### config.mk
export PLATFORM = sky130hd
export DESIGN_NAME = op_issue_queue
export DESIGN_NICKNAME = d
export VERILOG_FILES = /design/src/rtl/op_issue_queue_pkg.sv /design/src/rtl/op_issue_queue_cmd_fifo.sv /design/src/rtl/op_issue_queue.sv
export SDC_FILE = /design/constraint.sdc
export NUM_CORES = 1
export LEC_CHECK = 0
export BUFFER_PORTS_ARGS = -buffer_cell sky130_fd_sc_hd__buf_2
export CAP_MARGIN = 5
export CORE_MARGIN = 4
export CORE_UTILIZATION = 51
export CTS_CLUSTER_DIAMETER = 80
export DETAILED_ROUTE_END_ITERATION = 10
export GPL_ROUTABILITY_DRIVEN = 0
export PLACE_DENSITY = 0.73
export SKIP_LAST_GASP = 1
export SLEW_MARGIN = 5
export SYNTH_ARGS = -nofsm -noshare
export SYNTH_HDL_FRONTEND = slang
export SYNTH_SLANG_ARGS = --single-unit
### constraint.sdc
create_clock -name clk -period 6.8 [get_ports clk]
set_clock_uncertainty 0.1 [all_clocks]
set_input_delay 1.36 -clock clk [delete_from_list [all_inputs] [get_ports clk]]
set_output_delay 1.36 -clock clk [all_outputs]
set_load 0.03 [all_outputs]
### src/rtl/op_issue_queue_pkg.sv
// Shared types for the op_issue_queue command path: FSM states, mode type
// and the packed command word held in the FIFO.
package op_issue_queue_pkg;

    localparam int COMMAND_WIDTH = 131;

    typedef logic [2:0] mode_t;

    typedef enum logic [1:0] {
        IDLE,
        ISSUE,
        WAIT,
        HOLD
    } state_e;

    typedef struct packed {
        logic [63:0] operand1;
        logic [63:0] operand2;
        mode_t       mode;
    } command_t;

endpackage

### src/rtl/op_issue_queue_cmd_fifo.sv
// Command FIFO: power-of-two depth, pointers wrap naturally, level tracks
// occupancy so a simultaneous push and pop leaves it unchanged.
module cmd_fifo
    import op_issue_queue_pkg::*;
#(
    parameter int DEPTH = 4
) (
    input  logic                       clk,
    input  logic                       rst_n,
    input  logic                       push_i,
    input  logic [COMMAND_WIDTH-1:0]   data_i,
    input  logic                       pop_i,
    output logic [COMMAND_WIDTH-1:0]   data_o,
    output logic                       full_o,
    output logic                       empty_o,
    output logic [$clog2(DEPTH):0]     level_o
);

    localparam int AW = $clog2(DEPTH);

    logic [COMMAND_WIDTH-1:0] mem_q [DEPTH];
    logic [AW-1:0]            wr_ptr_q, wr_ptr_d;
    logic [AW-1:0]            rd_ptr_q, rd_ptr_d;
    logic [AW:0]              level_q, level_d;
    logic                     do_push, do_pop;

    assign full_o  = (level_q == (AW+1)'(DEPTH));
    assign empty_o = (level_q == '0);
    assign do_push = push_i && !full_o;
    assign do_pop  = pop_i && !empty_o;
    assign data_o  = mem_q[rd_ptr_q];
    assign level_o = level_q;

    always_comb begin
        wr_ptr_d = wr_ptr_q;
        rd_ptr_d = rd_ptr_q;
        level_d  = level_q;
        if (do_push) wr_ptr_d = wr_ptr_q + AW'(1);
        if (do_pop)  rd_ptr_d = rd_ptr_q + AW'(1);
        if (do_push && !do_pop)      level_d = level_q + (AW+1)'(1);
        else if (do_pop && !do_push) level_d = level_q - (AW+1)'(1);
    end

    always_ff @(posedge clk) begin
        if (!rst_n) begin
            wr_ptr_q <= '0;
            rd_ptr_q <= '0;
            level_q  <= '0;
        end else begin
            wr_ptr_q <= wr_ptr_d;
            rd_ptr_q <= rd_ptr_d;
            level_q  <= level_d;
        end
    end

    // Storage needs no reset; occupancy alone decides what is valid.
    always_ff @(posedge clk) begin
        if (do_push) mem_q[wr_ptr_q] <= data_i;
    end

endmodule

### src/rtl/op_issue_queue.sv
// Issue queue: buffers commands, issues one at a time to the arithmetic pipe,
// watches for completion with a watchdog, and holds the result until taken.
module op_issue_queue
    import op_issue_queue_pkg::*;
#(
    parameter int DEPTH   = 4,
    parameter int TIMEOUT = 64
) (
    input  logic                    clk,
    input  logic                    rst_n,
    input  logic                    in_valid,
    output logic                    in_ready,
    input  logic [63:0]             in_operand_1,
    input  logic [63:0]             in_operand_2,
    input  logic [2:0]              in_mode,
    output logic                    issue_enable,
    output logic [63:0]             issue_operand_1,
    output logic [63:0]             issue_operand_2,
    output logic [2:0]              issue_mode,
    input  logic [63:0]             core_result,
    input  logic                    core_done,
    output logic                    out_valid,
    input  logic                    out_ready,
    output logic [63:0]             out_result,
    output logic [2:0]              out_mode,
    output logic                    out_err,
    output logic [$clog2(DEPTH):0]  level,
    output logic                    timeout_err
);

    localparam int WDOG_W = $clog2(TIMEOUT + 1);

    command_t          in_cmd, head_cmd;
    logic              fifo_full, fifo_empty, fifo_pop;
    state_e            state_q;
    logic [WDOG_W-1:0] wdog_q;
    logic              issue_enable_q, out_valid_q, out_err_q, timeout_err_q;
    logic [63:0]       issue_op1_q, issue_op2_q, out_result_q;
    mode_t             issue_mode_q, out_mode_q;

    assign in_cmd   = '{operand1: in_operand_1, operand2: in_operand_2, mode: in_mode};
    assign in_ready = !fifo_full;
    assign fifo_pop = (state_q == IDLE) && !fifo_empty;

    cmd_fifo #(.DEPTH(DEPTH)) u_cmd_fifo (
        .clk     (clk),
        .rst_n   (rst_n),
        .push_i  (in_valid && in_ready),
        .data_i  (in_cmd),
        .pop_i   (fifo_pop),
        .data_o  (head_cmd),
        .full_o  (fifo_full),
        .empty_o (fifo_empty),
        .level_o (level)
    );

    // core_done only matters in WAIT; a done on the final watchdog cycle wins.
    always_ff @(posedge clk) begin
        if (!rst_n) begin
            state_q        <= IDLE;
            wdog_q         <= '0;
            issue_enable_q <= 1'b0;
            issue_op1_q    <= '0;
            issue_op2_q    <= '0;
            issue_mode_q   <= '0;
            out_valid_q    <= 1'b0;
            out_result_q   <= '0;
            out_mode_q     <= '0;
            out_err_q      <= 1'b0;
            timeout_err_q  <= 1'b0;
        end else begin
            issue_enable_q <= 1'b0;
            case (state_q)
                IDLE: begin
                    if (!fifo_empty) begin
                        issue_op1_q    <= head_cmd.operand1;
                        issue_op2_q    <= head_cmd.operand2;
                        issue_mode_q   <= head_cmd.mode;
                        issue_enable_q <= 1'b1;
                        state_q        <= ISSUE;
                    end
                end
                ISSUE: begin
                    wdog_q  <= '0;
                    state_q <= WAIT;
                end
                WAIT: begin
                    if (core_done) begin
                        out_result_q <= core_result;
                        out_mode_q   <= issue_mode_q;
                        out_err_q    <= 1'b0;
                        out_valid_q  <= 1'b1;
                        state_q      <= HOLD;
                    end else if (wdog_q == WDOG_W'(TIMEOUT - 1)) begin
                        out_result_q  <= '0;
                        out_mode_q    <= issue_mode_q;
                        out_err_q     <= 1'b1;
                        timeout_err_q <= 1'b1;
                        out_valid_q   <= 1'b1;
                        state_q       <= HOLD;
                    end else begin
                        wdog_q <= wdog_q + WDOG_W'(1);
                    end
                end
                HOLD: begin
                    if (out_ready) begin
                        out_valid_q <= 1'b0;
                        state_q     <= IDLE;
                    end
                end
                default: state_q <= IDLE;
            endcase
        end
    end

    assign issue_enable    = issue_enable_q;
    assign issue_operand_1 = issue_op1_q;
    assign issue_operand_2 = issue_op2_q;
    assign issue_mode      = issue_mode_q;
    assign out_valid       = out_valid_q;
    assign out_result      = out_result_q;
    assign out_mode        = out_mode_q;
    assign out_err         = out_err_q;
    assign timeout_err     = timeout_err_q;

endmodule

* Word-level counts from Yosys, hierarchy flattened
Memories as Yosys holds them, arrays and structs flattened. A register that Yosys moved wholly into a read port is not among the register bits.
Cells that the tools add are included.
** Cells by class
- Muxes and demuxes :: 22
- Bitwise operators :: 2
- Reduce and logical (&&, ||, !) cells :: 24
- Eq/ne operators :: 10
- Add/sub/neg operators :: 5
** Operator list (number)
- $mux 64 :: 2
- $mux 7 :: 2
- $pmux 7 s2 :: 1
- $mux 3 :: 4
- $reduce_and 3->1 :: 4
- $mux 2 :: 4
- $ne 2x2->1 const B :: 4
- $pmux 2 s4 :: 1
- $reduce_bool 2->1 :: 4
- $add 7x1->7 const B :: 1
- $eq 7x6->1 const B :: 1
- $mux 1 :: 7
- $logic_and 1x1->1 :: 6
- $reduce_and 2->1 :: 3
- $logic_not 1->1 :: 5
- $add 2x1->2 const B :: 2
- $eq 2x2->1 const B :: 2
- $add 3x1->3 const B :: 1
- $eq 3x3->1 const B :: 1
- $logic_not 3->1 :: 1
- $ne 3x3->1 const B :: 1
- $sub 3x1->3 const B :: 1
- $eq 2x1->1 const B :: 1
- $logic_not 2->1 :: 1
- 2 further kinds :: 3
** Storage, ports and cells
- Memories :: 1
- Bits of input ports :: 200
- Output and inout bits :: 206
- Bits in writable memories :: 524
- Register bits :: 87
- Word-level logic and storage cells :: 75
** Memories
- u_cmd_fifo.mem_q :: words 4, bits a word 131, read ports 1, clocked after Yosys merged registers in 1, write ports 1, line op_issue_queue_cmd_fifo.sv:21 : logic [COMMAND_WIDTH-1:0] mem_q [DEPTH];

* Longest topological paths before layout
Gate-level depths: netlist (run 1).
- Depth after elaboration :: 8
- Gate-level depth with buffers :: 12
- Depth with buffers taken out :: 10

* Hierarchy
From an unflattened synthesis (run 1), not the netlist that was laid out.
** Unflattened totals
- Cell total of the unflattened synthesis :: 1535
- Area total of the unflattened synthesis :: 26651.8 µm²
** By module, submodules not included
- cmd_fifo :: instances 1, cells an instance 733, seq. area each 15915.3 µm², area each 19418.6 µm²
- op_issue_queue :: instances 1, cells an instance 802, seq. area each 4224.1 µm², area each 7233.2 µm²

* Worst setup path after synthesis (run 1)
OpenSTA, ideal clock, no wires.
- Path type :: input -> register
- From :: input port in_valid
- To :: memory u_cmd_fifo.mem_q[0][0] (enable)
- Required time :: 6194 ps
- Setup time :: 506 ps
- Stages :: 2
- Setup slack :: 1509 ps
- Arrival time :: 4685 ps
- Cells stage by stage :: a21boi_2 and2_1
** On the way
- Word-level cells in the longest chain between the ends :: 4
** RTL lines
- from (decl) :: line op_issue_queue.sv:11 : input logic in_valid,
- $logic_and 1x1->1 :: line op_issue_queue.sv:48 : .push_i (in_valid && in_ready),
- $logic_and 1x1->1 :: line op_issue_queue_cmd_fifo.sv:29 : assign do_push = push_i && !full_o;
- $mux 1 :: line op_issue_queue_cmd_fifo.sv:58 : if (do_push) mem_q[wr_ptr_q] <= data_i;
- $mux 1 (implied by the code) :: line op_issue_queue_cmd_fifo.sv:58
- to (decl) :: line op_issue_queue_cmd_fifo.sv:21
Every way passes these cells.

* Final worst setup path (run 1)
- From :: register state_q[0]
- To :: register u_cmd_fifo.level_q[2], in the netlist u_cmd_fifo.level_o[2]
** On the way
- Word-level cells in the longest chain between the ends :: 6
** RTL lines
- from (decl) :: line op_issue_queue.sv:35 : state_e state_q;
- from (signal assigned) :: line op_issue_queue.sv:60 : state_q <= IDLE;
- from (signal assigned) :: line op_issue_queue.sv:80 : state_q <= ISSUE;
- from (signal assigned) :: line op_issue_queue.sv:85 : state_q <= WAIT;
- $logic_not 2->1 * :: line op_issue_queue.sv:43 : assign fifo_pop = (state_q == IDLE) && !fifo_empty;
- $logic_and 1x1->1 * :: line op_issue_queue.sv:43
- $logic_and 1x1->1 * :: line op_issue_queue_cmd_fifo.sv:30 : assign do_pop = pop_i && !empty_o;
- $logic_not 1->1 :: line op_issue_queue_cmd_fifo.sv:40 : if (do_push && !do_pop) level_d = level_q + (AW+1)'(1);
- $logic_and 1x1->1 :: line op_issue_queue_cmd_fifo.sv:40
- $mux 3 or $reduce_bool 2->1 (tied branches)
- to (signal assigned) :: line op_issue_queue_cmd_fifo.sv:52 : level_q <= level_d;
- to (decl) :: line op_issue_queue_cmd_fifo.sv:24 : logic [AW:0] level_q, level_d;
Mark *: on every way between the ends. The rest lies on a longest branch, timed or not.
A chain may end at the register's enable or synchronous reset.

==> results of run 1 <==
## kinds of logic after synthesis
logic type	count (synthesis)	share of synthesized area (%)
buffers and inverters	96	2.30
adder cells (fa/ha/maj)	12	0.592
XOR/XNOR	5	0.165
AND/OR/NAND/NOR	309	4.72
flip-flops	742	75.5
AO/OA/AOI/OAI	218	5.39
multiplexers	138	11.3
## cell usage after synthesis (6+ instances only)
cell      count  area share, %
buf_1         9           0.13
inv_1         6          0.085
nand2_2      10           0.23
a22o_1       64            2.1
clkbuf_1     15           0.21
nor2_1       13           0.18
buf_2        34           0.64
ha_1         11           0.52
buf_6        23           0.97
mux2i_1       7           0.26
nand2_1     263            3.7
buf_4         6           0.17
dfxtp_1     218             16
a21oi_2      10           0.33
a21oi_1     127            2.4
mux4_2      131             11
edfxtp_1    524             59
## metal layers
layer  vias up  global-route usage, %
met5         -                      0
met4        26                   5.61
met3        89                   6.00
met2       410                   33.4
met1      7470                   26.7
li1       6671                      -
## sequential cells by signal (all words and copies together), names as in the netlist, 2 cells and up
name,flops
issue_operand_2,64
issue_mode,3
u_cmd_fifo.wr_ptr_q,2
state_q,2
out_result,64
u_cmd_fifo.rd_ptr_q,2
wdog_q,7
u_cmd_fifo.level_o,3
u_cmd_fifo.mem_q,524
out_mode,3
issue_operand_1,64
## through the flow
| stage | hold slack, ns | util (%) |
|---|---|---|
| CTS | 0.352 | 61.7 |
| global placement | 0.339 | 56.5 |
| floorplan | 0.368 | - |
| detailed placement | 0.343 | 56.5 |
| global route | 0.367 | 61.8 |
| finish | 0.351 | 61.9 |
## where the power goes
group | internal (mW) | switching, mW
Combinational | 1.29 | 2.25
Clock | 2.69 | 1.70
Sequential | 5.53 | 0.406
Total | 9.52 | 4.35
## critical path, cell delays in order, from the launching register on
cell	delay [ns]
dfxtp_1	0.39
inv_1	0.11
ha_1	0.24
o31a_2	0.12
buf_4	0.33
inv_4	0.48
ha_1	0.28
inv_1	0.06
fa_1	0.38
xor2_1	0.18
or3_1	0.31
a21oi_1	0.14
## how the worst max path moves through the flow
stage                                         end                     from  depth (start not counted)
2_1_floorplan    u_cmd_fifo.mem_q[0][0]$_DFFE_PP_                 in_valid                          2
4_1_cts          issue_operand_2[18]$_SDFFE_PN0P_  state_q[0]$_SDFFE_PN0P_                          8
5_1_grt          issue_operand_2[18]$_SDFFE_PN0P_  state_q[0]$_SDFFE_PN0P_                          8
6_report       u_cmd_fifo.level_o[2]$_SDFFE_PN0P_  state_q[0]$_SDFFE_PN0P_                         11
3_5_place_dp    u_cmd_fifo.mem_q[2][10]$_DFFE_PP_                 in_valid                          4
3_3_place_gp   u_cmd_fifo.mem_q[1][115]$_DFFE_PP_                 in_valid                          4
## cell type report
cell class | instances | area (um2) | share of cell area [%]
inverters | 8 | 37.5 | 0.118
multi-input cells | 682 | 5930 | 18.6
well taps | 680 | 851 | 2.67
diodes | 17 | 42.5 | 0.133
flip-flops and latches | 742 | 20100 | 63.1
repair buffers | 417 | 2200 | 6.92
clock buffers | 105 | 2280 | 7.15
clock inverters | 35 | 432 | 1.35
==> impl_results.md, run 1 <==
- Routed Antenna Nets: 0
- Via density: about 5.5
- Crit Path Max Fanout: 54
- Final std cells w/o fill: 2,686
- Worst-margin pin slew: roughly 1.1 ns
- Vias in the first global route: 15.1k
- Core Area: ~52,000 um2
- Top sig layer: met5
- Routed vias: between 10k and 15k
- Yosys warns: 0
- Hold_sp: issue_operand_2[31]$_SDFFE_PN0P_
- Crit end category: flop
- Final setup fails: 0
- WL met1: between 20,000 and 25,000 um
- Seq/Total Area, Yosys: roughly three quarters
- DP Wirelength: ~34,000 um
- Commonest non-fill, non-tap cell in the layout: edfxtp_1
- Num CTS Buffers: 76
- Gate Count Post-Synth: roughly 1.5k
- Worst endpoint required time: ~7.2 ns
- #FFs+latches synth: about 740
- Reg-to-reg endpoint: u_cmd_fifo.level_o[2]$_SDFFE_PN0P_
- CTS Sinks: ~740
- Setup CP Type: flop to flop
- IO buf count: about 410
- FF-to-FF path depth: 11
- Max-slew violations: 0
- Initial antenna violation count: 27
- Worst-case vdd ir drop: roughly 0.33 mV
- Slew headroom: about a quarter
- Fin nets: 2,139
- Power per cell area: 435 nW/um2
- Area growth, synth to finish: 19.7%
- Avg WL per Cell: about 22 um
- Chip Height: about 240 um
- Die ar.: around 56,000 um2
- Final worst path period share: 48.0%
- Dpl cell area: between 20,000 and 30,000 um2
- Layout cells sized above 1: ~36%
- RSZ-0062 raised after global routing: false
- Clock Latency Late Sink: 0.61 ns
- Total power draw: ~14 mW
- Maximum buffer depth of the clock tree: 3
- DRT iter0 DRCs: ~1,000
- Outcome: completed
- Clk root buf: clkbuf_16
- Starting Density: roughly half
- Final instance area: about 32,000 um2
- Hold path cells: 2
- Critical Path AT: ~3.7 ns
- Mapped cell area: 26,600 um2
- Die width: 236 um
- Clock Pin Slew Worst Setup and Hold Paths: about 0.060 ns
- Max Cap Violations: 0
- TritonRoute pass-1 iters: 5
- Setup TNS: 0 ns
- Routed WL: 58,100 um
- Setup WS post-layout: around 3.5 ns
- Placement row count: 83
- Distinct cell type count after synthesis: 51
- Pre-CTS setup slack: 3.10 ns
- # hold bufs at CTS: 0
- I/O Pins: about 410
- Post-CTS sizing: 0
- Hold Vio Cnt, Final: 0
- Startpoint Class: flop
- Synth async-reset ratio: 0%
- Primary FF master, synth: edfxtp_1
- Largest net degree at the start of global routing: ~110
- Hold Path Class: flop to flop
- Syn Area/Cell: between 15 and 20 um2
- Tmin final: approximately 3.3 ns
- # DRC: 0
- Met2 wire len: between 20,000 and 30,000 um
- RR Startpoint: state_q[0]$_SDFFE_PN0P_
- Worst reg2reg setup slack: ~3.5 ns
- GRT overflow: 0
- EDFF count, synth: 524
- Hold Crit Endpoint: issue_operand_2[31]$_SDFFE_PN0P_
- Syn Nets: 1,732
- CTS tree: built
- Fillers: between 3k and 4k
- GRT Total Usage: roughly a fifth
- LEAKAGE: about 12 nW
- First-pass GRT wire length: 88,100 um
- Placed cell count: about 2.5k
- Most frequent cells in the layout: 524 x edfxtp_1, 405 x buf_2, 263 x nand2_1
- Achievable Freq: around 310 MHz
- Htree depth: 3
- Setup bufs post-CTS: 0
- Met3 wire len: 4360 um
(Power assumes the default switching activity.)
==> run 2: changes to the inputs <==
- ABC_AREA: default -> 1
- PLACE_DENSITY: 0.73 -> 0.75
- clock period: 6.8 -> 3 ns (I/O delays scaled with it)
==> run 2 against run 1 <==
Effect of this change: wire length grew 13%; combinational power grew to 2.9 times the previous value; synthesized cell count grew 50%; non-clock buffer count grew 21; first-iteration DRC count grew 43%; critical endpoint is now out_result[48]$_SDFFE_PN0P_.
==> impl_results.md, run 2 <==
- Worst-case vdd ir drop: 0.883 mV (was 0.325 mV)
- Post-Synth XOR/XNOR Area: 0.0323% (was 0.164%)
- Post-CTS sizing: 0 (unchanged)
- Sw Share: 36.4% (was 31.4%)
- Pre-CTS setup slack: 0.599 ns (was 3.10 ns)
- Count leader, synth: nor2_1 (was edfxtp_1)
- Commonest non-fill, non-tap cell in the layout: nor2_1 (was edfxtp_1)
- Distinct cell type count after synthesis: 27 (was 51)
- Compound-Gate Fraction of Synth Area: 12.1% (was 5.39%)
- Clk root buf: clkbuf_16 (unchanged)
- CTS tree: built (unchanged)
- Largest family of logic cells by synthesized area: compound AO/OA/AOI/OAI gates (was multiplexers)
- Via density: 5.49 (was 5.46)
- Largest area contributor in the netlist: edfxtp_1 (unchanged)
- #FFs+latches synth: 742 (unchanged)
- Die ar.: 56,900 um2 (was 55,900 um2)
- Share of synthesized area spent on multiplexers: 0% (was 11.3%)
- Synth top cells by count: 549 x nor2_1, 524 x edfxtp_1, 399 x o21ai_0 (was 524 x edfxtp_1, 263 x nand2_1, 218 x dfxtp_1)
- Final worst path period share: 81.3% (was 48.0%)
- Gate Count Post-Synth: 2,278 (was 1,520)
- LEAKAGE: 12.0 nW (was 11.6 nW)
- Core Area: 52,600 um2 (was 51,500 um2)
- Synth async-reset ratio: 0% (unchanged)
- First-pass GRT wire length: 99,700 um (was 88,100 um)
- Seq/Total Area, Yosys: 74.2% (was 75.5%)
- Post-synthesis adder-cell area fraction: 0.582% (was 0.592%)
- Yosys warns: 0 (unchanged)
- CTS Sinks: 742 (unchanged)
- Share of the synthesized area in the top cell type: 58.1% (was 59.1%)
- Starting Density: 51.6% (was 51.7%)
- EDFF count, synth: 524 (unchanged)
- Chip Height: 239 um (was 236 um)
- Syn Nets: 2,490 (was 1,732)
- Max Cap Violations: 0 (unchanged)
- Clock Latency Late Sink: 0.60 ns (was 0.61 ns)
- Placement row count: 84 (was 83)
- Htree depth: 3 (unchanged)
- DRT iter0 DRCs: 1,388 (was 973)
- Critical Path AT: 2.81 ns (was 3.68 ns)
- Most frequent cells in the layout: 545 x nor2_1, 524 x edfxtp_1, 404 x buf_2 (was 524 x edfxtp_1, 405 x buf_2, 263 x nand2_1)
- # DRC: 0 (unchanged)
- Outcome: completed (unchanged)
- Fin nets: 2,852 (was 2,139)
- Mapped cell area: 27,100 um2 (was 26,600 um2)
- Num CTS Buffers: 74 (was 76)
- Clock power share: 27.2% (was 31.7%)
- Setup CP Type: flop to flop (unchanged)
- Worst-margin pin slew: 1.08 ns (was 1.12 ns)
- Fin util: 61.4% (was 61.9%)
- P_sw: 12.0 mW (was 4.35 mW)
- Crit end category: flop (unchanged)
- Seq pwr share: 41.2% (was 42.8%)
- Crit Path Max Fanout: 62 (was 54)
- Die width: 239 um (was 236 um)
- TritonRoute pass-1 iters: 7 (was 5)
- Final setup fails: 0 (unchanged)
- RSZ-0062 raised after global routing: false (unchanged)
- Clock Pin Slew Worst Setup and Hold Paths: 0.06 ns (about the same)
- # hold bufs at CTS: 0 (unchanged)
- Routed Antenna Nets: 0 (unchanged)
- Int Pwr: 20.9 mW (was 9.52 mW)
- Power per cell area: 1020 nW/um2 (was 435 nW/um2)
- Slew headroom: 27.9% (was 25.1%)
- Worst endpoint required time: 3.37 ns (was 7.22 ns)
- Max FFs per register: 524 (unchanged)
- Hold Vio Cnt, Final: 0 (unchanged)
- Comb power frac: 31.6% (was 25.5%)
- GRT overflow: 0 (unchanged)
- Simple-gate share of the synthesized area: 10.1% (was 4.72%)
- Top cells by area, synth: edfxtp_1 58%, dfxtp_1 16%, nor2_1 7.6% (was edfxtp_1 59%, dfxtp_1 16%, mux4_2 11%)
- Avg WL per Cell: 19.2 um (was 21.6 um)
- Routed WL: 65,400 um (was 58,100 um)
- Achievable Freq: 410 MHz (was 306 MHz)
- Hold Path Class: input pin to flop (was flop to flop)
- IO buf count: 405 (unchanged)
- Setup bufs post-CTS: 0 (unchanged)
- Vias in the first global route: 18.3k (was 15.1k)
- Tmin final: 2.44 ns (was 3.27 ns)
- DP Wirelength: 38,100 um (was 34,300 um)
- Startpoint Class: flop (unchanged)
- I/O Pins: 406 (unchanged)
- Largest net degree at the start of global routing: 147 (was 113)
- Layout cells sized above 1: 21.0% (was 35.7%)
- Maximum buffer depth of the clock tree: 3 (unchanged)
- Routed vias: 18.7k (was 14.7k)
- Setup WS post-layout: 0.560 ns (was 3.53 ns)
- GRT Total Usage: 22.1% (was 20.3%)
- Initial antenna violation count: 27 (unchanged)
- Max-slew violations: 0 (unchanged)
- Biggest register: u_cmd_fifo.mem_q (unchanged)
- Syn Area/Cell: 11.9 um2 (was 17.5 um2)
- Area growth, synth to finish: 19.0% (was 19.7%)
- Primary FF master, synth: edfxtp_1 (unchanged)
run 2: cell count changes in the layout (fill, tap and decap cells not counted), moves of 8 or more:
| cell | delta |
|---|---|
| nor2_1 | +532 |
| o21ai_0 | +396 |
| mux4_2 | -131 |
| o22ai_1 | +131 |
| nand2_1 | -109 |
| a22o_1 | -64 |
| a21oi_1 | -48 |
| inv_1 | +16 |
| buf_4 | +12 |
| clkbuf_1 | +11 |
| a21oi_2 | -10 |
| buf_12 | +10 |
| nand2_2 | -8 |
run 2: cell families (layout without fill, tap and decap cells):
group	Yosys count	count (layout)
AOI/OAI and AO/OA	620	620
xor gates and xnor gates	1	1
adders and majority gates	12	12
buffers and inverters	180	600
DFF	742	742
other	0	21
and+or+nand+nor	723	723
run 2: metrics by stage:
step	TNS, ns	instances	total power [mW]	hold WS, ns	area [um2]
4_1_cts	0	3386	33.0	0.0757	32200
6_report	0	3407	32.8	0.116	32200
5_1_grt	0	3402	34.6	0.0921	32200
3_5_place_dp	0	3252	24.1	0.350	29800
2_1_floorplan	-97.93	2278	20.8	0.326	27200
3_3_place_gp	0	3252	23.8	0.336	29800
run 2: final timing paths:
kind                            depth (start not counted)  slack [ns]                   startpoint                                 to
worst min-delay path                                    1        0.12             in_operand_2[29]  u_cmd_fifo.mem_q[2][32]$_DFFE_PP_
worst max register to register                          9        0.56       wdog_q[0]$_SDFFE_PN0P_        out_result[48]$_SDFFE_PN0P_
worst min register to register                          2        0.36  out_result[58]$_SDFFE_PN0P_        out_result[58]$_SDFFE_PN0P_
worst max-delay path                                    9        0.56       wdog_q[0]$_SDFFE_PN0P_        out_result[48]$_SDFFE_PN0P_
run 2: power by group through the flow:
stage,registers (mW),clock network (mW),logic [mW]
2_1_floorplan,15.4,0,5.35
3_3_place_gp,13.6,0,10.1
3_5_place_dp,13.7,0,10.4
4_1_cts,13.5,9.08,10.5
5_1_grt,13.6,9.51,11.4
6_report,13.5,8.93,10.4
run 2: layer usage:
layer / wire (um) / track usage [%]
met3: 4850 / 5.04
met2: 32400 / 36.9
met4: 1740 / 9.43
met5: 58 / 0
met1: 26400 / 28.0
run 2: layout make-up:
cell class	count	area [um2]
inverters	28	115
flip-flops and latches	742	20100
repair buffers	438	2490
diodes	21	52.6
fillers	4028	20300
well taps	688	861
clock buffers	106	2110
multi-input cells	1356	6250
clock inverters	28	249
run 2: critical path, cell delays in order (launching register included):
cell and delay [ns]:
dfxtp_1 0.40, ha_1 0.21, nand2_1 0.10, nor2_2 0.14
nand2_2 0.10, nand2_1 0.08, nand2_2 0.58, buf_4 0.43
nand2_1 0.06, a21oi_1 0.06
==> run 3: changes to the inputs <==
- ABC_AREA: 1 -> 0
- PLACE_DENSITY: 0.75 -> 0.76
- clock period: 3 -> 2.1 ns (I/O delays scaled with it)
==> run 3 against run 2 <==
Effect of this change: the run now ends with setup timing left; sequential share of layout area is 4.3 points lower; global-route usage is 1.2 points higher; wire length is 0.94% higher; first-iteration DRC count is 14% lower; hold slack better by 0.030 ns; sequential cell count stayed put; non-clock buffer count is 239 higher; count of clock-buffer cells in the layout is 3 lower; critical path depth stayed put; clock power is 58% higher; core utilization is 5.9 points higher; critical path type unchanged; largest power group unchanged.
==> impl_results.md, run 3 (synthesis results as in run 1) <==
- RSZ-0062 raised after global routing: true (was false)
- Dpl cell area: 30,000 um2 (was 29,800 um2)
- Htree depth: 3 (unchanged)
- Routed vias: 16.3k (was 18.7k)
- Die ar.: 55,900 um2 (was 56,900 um2)
- IO buf count: 405 (unchanged)
- Critical Path AT: 2.55 ns (was 2.81 ns)
- Hold Vio Cnt, Final: 0 (unchanged)
- Max Cap Violations: 0 (unchanged)
- Violated checks: setup timing
- DP Wirelength: 36,900 um (was 38,100 um)
- Avg WL per Cell: 22.5 um (was 19.2 um)
- LEAKAGE: 12.8 nW (was 12.0 nW)
- Hold Path Class: input pin to flop (unchanged)
- Outcome: finished with violations (was completed)
- Final setup fails: 1 (was 0)
- Vias in the first global route: 17.4k (was 18.3k)
- Via density: 5.55 (was 5.49)
- Crit Path Max Fanout: 5 (was 62)
- Maximum buffer depth of the clock tree: 3 (unchanged)
- Setup WS post-layout: -0.0173 ns (was 0.560 ns)
- Placement row count: 83 (was 84)
- Largest net degree at the start of global routing: 133 (was 147)
- Layout cells sized above 1: 34.8% (was 21.0%)
- # DRC: 0 (unchanged)
- CTS Sinks: 742 (unchanged)
- CTS tree: built (unchanged)
- Routed WL: 66,100 um (was 65,400 um)
- First-pass GRT wire length: 102,000 um (was 99,700 um)
- Startpoint Class: flop (unchanged)
- GRT Total Usage: 23.4% (was 22.1%)
- TritonRoute pass-1 iters: 5 (was 7)
- Achievable Freq: 472 MHz (was 410 MHz)
- Worst-case vdd ir drop: 1.42 mV (was 0.883 mV)
- Clock Latency Late Sink: 0.60 ns (about the same)
- Final std cells w/o fill: 2,938 (was 3,407)
- I/O Pins: 406 (unchanged)
- Die width: 236 um (was 239 um)
- GRT overflow: 0 (unchanged)
- Area growth, synth to finish: 30.2% (was 19.0%)
- Initial antenna violation count: 8 (was 27)
- Core Area: 51,500 um2 (was 52,600 um2)
- Chip Height: 236 um (was 239 um)
- Crit end category: flop (unchanged)
- Starting Density: 51.7% (was 51.6%)
- Biggest register: u_cmd_fifo.mem_q (unchanged)
- Total power draw: 46.5 mW (was 32.8 mW)
- Num CTS Buffers: 76 (was 74)
- Power per cell area: 1340 nW/um2 (was 1020 nW/um2)
- Clock Pin Slew Worst Setup and Hold Paths: 0.06 ns (about the same)
- Fillers: 3,271 (was 4,028)
- Fin nets: 2,400 (was 2,852)
- Routed Antenna Nets: 0 (unchanged)
- Slew headroom: 42.9% (was 27.9%)
- Placed cell count: 2,591 (was 3,252)
- Commonest non-fill, non-tap cell in the layout: edfxtp_1 (was nor2_1)
- Final worst path period share: 101% (was 81.3%)
- Clk root buf: clkbuf_16 (unchanged)
- Worst-margin pin slew: 0.857 ns (was 1.08 ns)
- Most frequent cells in the layout: 524 x edfxtp_1, 404 x buf_2, 262 x nand2_1 (was 545 x nor2_1, 524 x edfxtp_1, 404 x buf_2)
- Worst endpoint required time: 2.53 ns (was 3.37 ns)
- Tmin final: 2.12 ns (was 2.44 ns)
- Setup CP Type: flop to flop (unchanged)
- DRT iter0 DRCs: 1,199 (was 1,388)
- Max-slew violations: 0 (unchanged)
- Final instance area: 34,700 um2 (was 32,200 um2)
- Max FFs per register: 524 (unchanged)
-- run 3: final cells by class --
| type | count | area [um2] | share of cell area, % |
|---|---|---|---|
| multi-input cells | 683 | 6010 | 17.3 |
| repair buffers | 677 | 5000 | 14.4 |
| flip-flops and latches | 742 | 20100 | 58.1 |
| diodes | 6 | 15.0 | 0.0433 |
| clock buffers | 103 | 2120 | 6.11 |
| clock inverters | 39 | 514 | 1.48 |
| well taps | 680 | 851 | 2.45 |
| inverters | 8 | 37.5 | 0.108 |
-- run 3: critical path: stages, from the launching register on --
cell and delay (ns):
dfxtp_4 0.35, buf_4 0.16, nor2_4 0.06, a21boi_4 0.17, ha_4 0.16, inv_2 0.04
fa_2 0.38, xor2_2 0.17, or3_1 0.32, a21oi_2 0.13
-- run 3: timing repair --
item | CTS | global route
gates cloned | 1 | 0
pin swaps | 4 | 7
endpoints found under the setup margin | 65 | 15
setup buffers | 3 | 0
hold buffers | 195 | 0
hold endpoints to repair | 588 | 0
resized for setup | 5 | 8
-- run 3: per-layer routing --
layer / track usage [%] / routed length [um]
met5: 0 / 29
met4: 7.50 / 1760
met3: 6.27 / 5310
met2: 39.8 / 33200
met1: 29.4 / 25800
-- run 3: stage by stage --
step,TNS [ns],util [%],setup WS (ns),hold slack (ns)
4_1_cts,-0.0393,67.2,-0.0393,0.0964
2_1_floorplan,-80.13,-,-0.153,0.353
3_5_place_dp,-2.44,58.2,-0.0657,0.345
5_1_grt,-0.342,67.3,-0.0642,0.143
6_report,-0.0173,67.3,-0.0173,0.146
3_3_place_gp,0,58.2,0.0511,0.338
-- run 3: worst paths after layout --
kind	endpoint	slack, ns	from	cells past startpoint
worst max-delay path	u_cmd_fifo.level_o[2]$_SDFFE_PN0P_	-0.02	u_cmd_fifo.level_o[0]$_SDFFE_PN0P_	9
worst min-delay path	out_valid$_SDFFE_PN0P_	0.15	out_ready	4
worst max register to register	u_cmd_fifo.level_o[2]$_SDFFE_PN0P_	-0.02	u_cmd_fifo.level_o[0]$_SDFFE_PN0P_	9
worst min register to register	issue_operand_2[54]$_SDFFE_PN0P_	0.35	issue_operand_2[54]$_SDFFE_PN0P_	2
-- run 3: power breakdown --
group          total (mW)  leakage (nW)  internal [mW]  switching, mW
combinational        13.5          4.93           5.25           8.30
clock                14.1          1.29           8.50           5.57
sequential           18.9          6.58           17.9          0.967
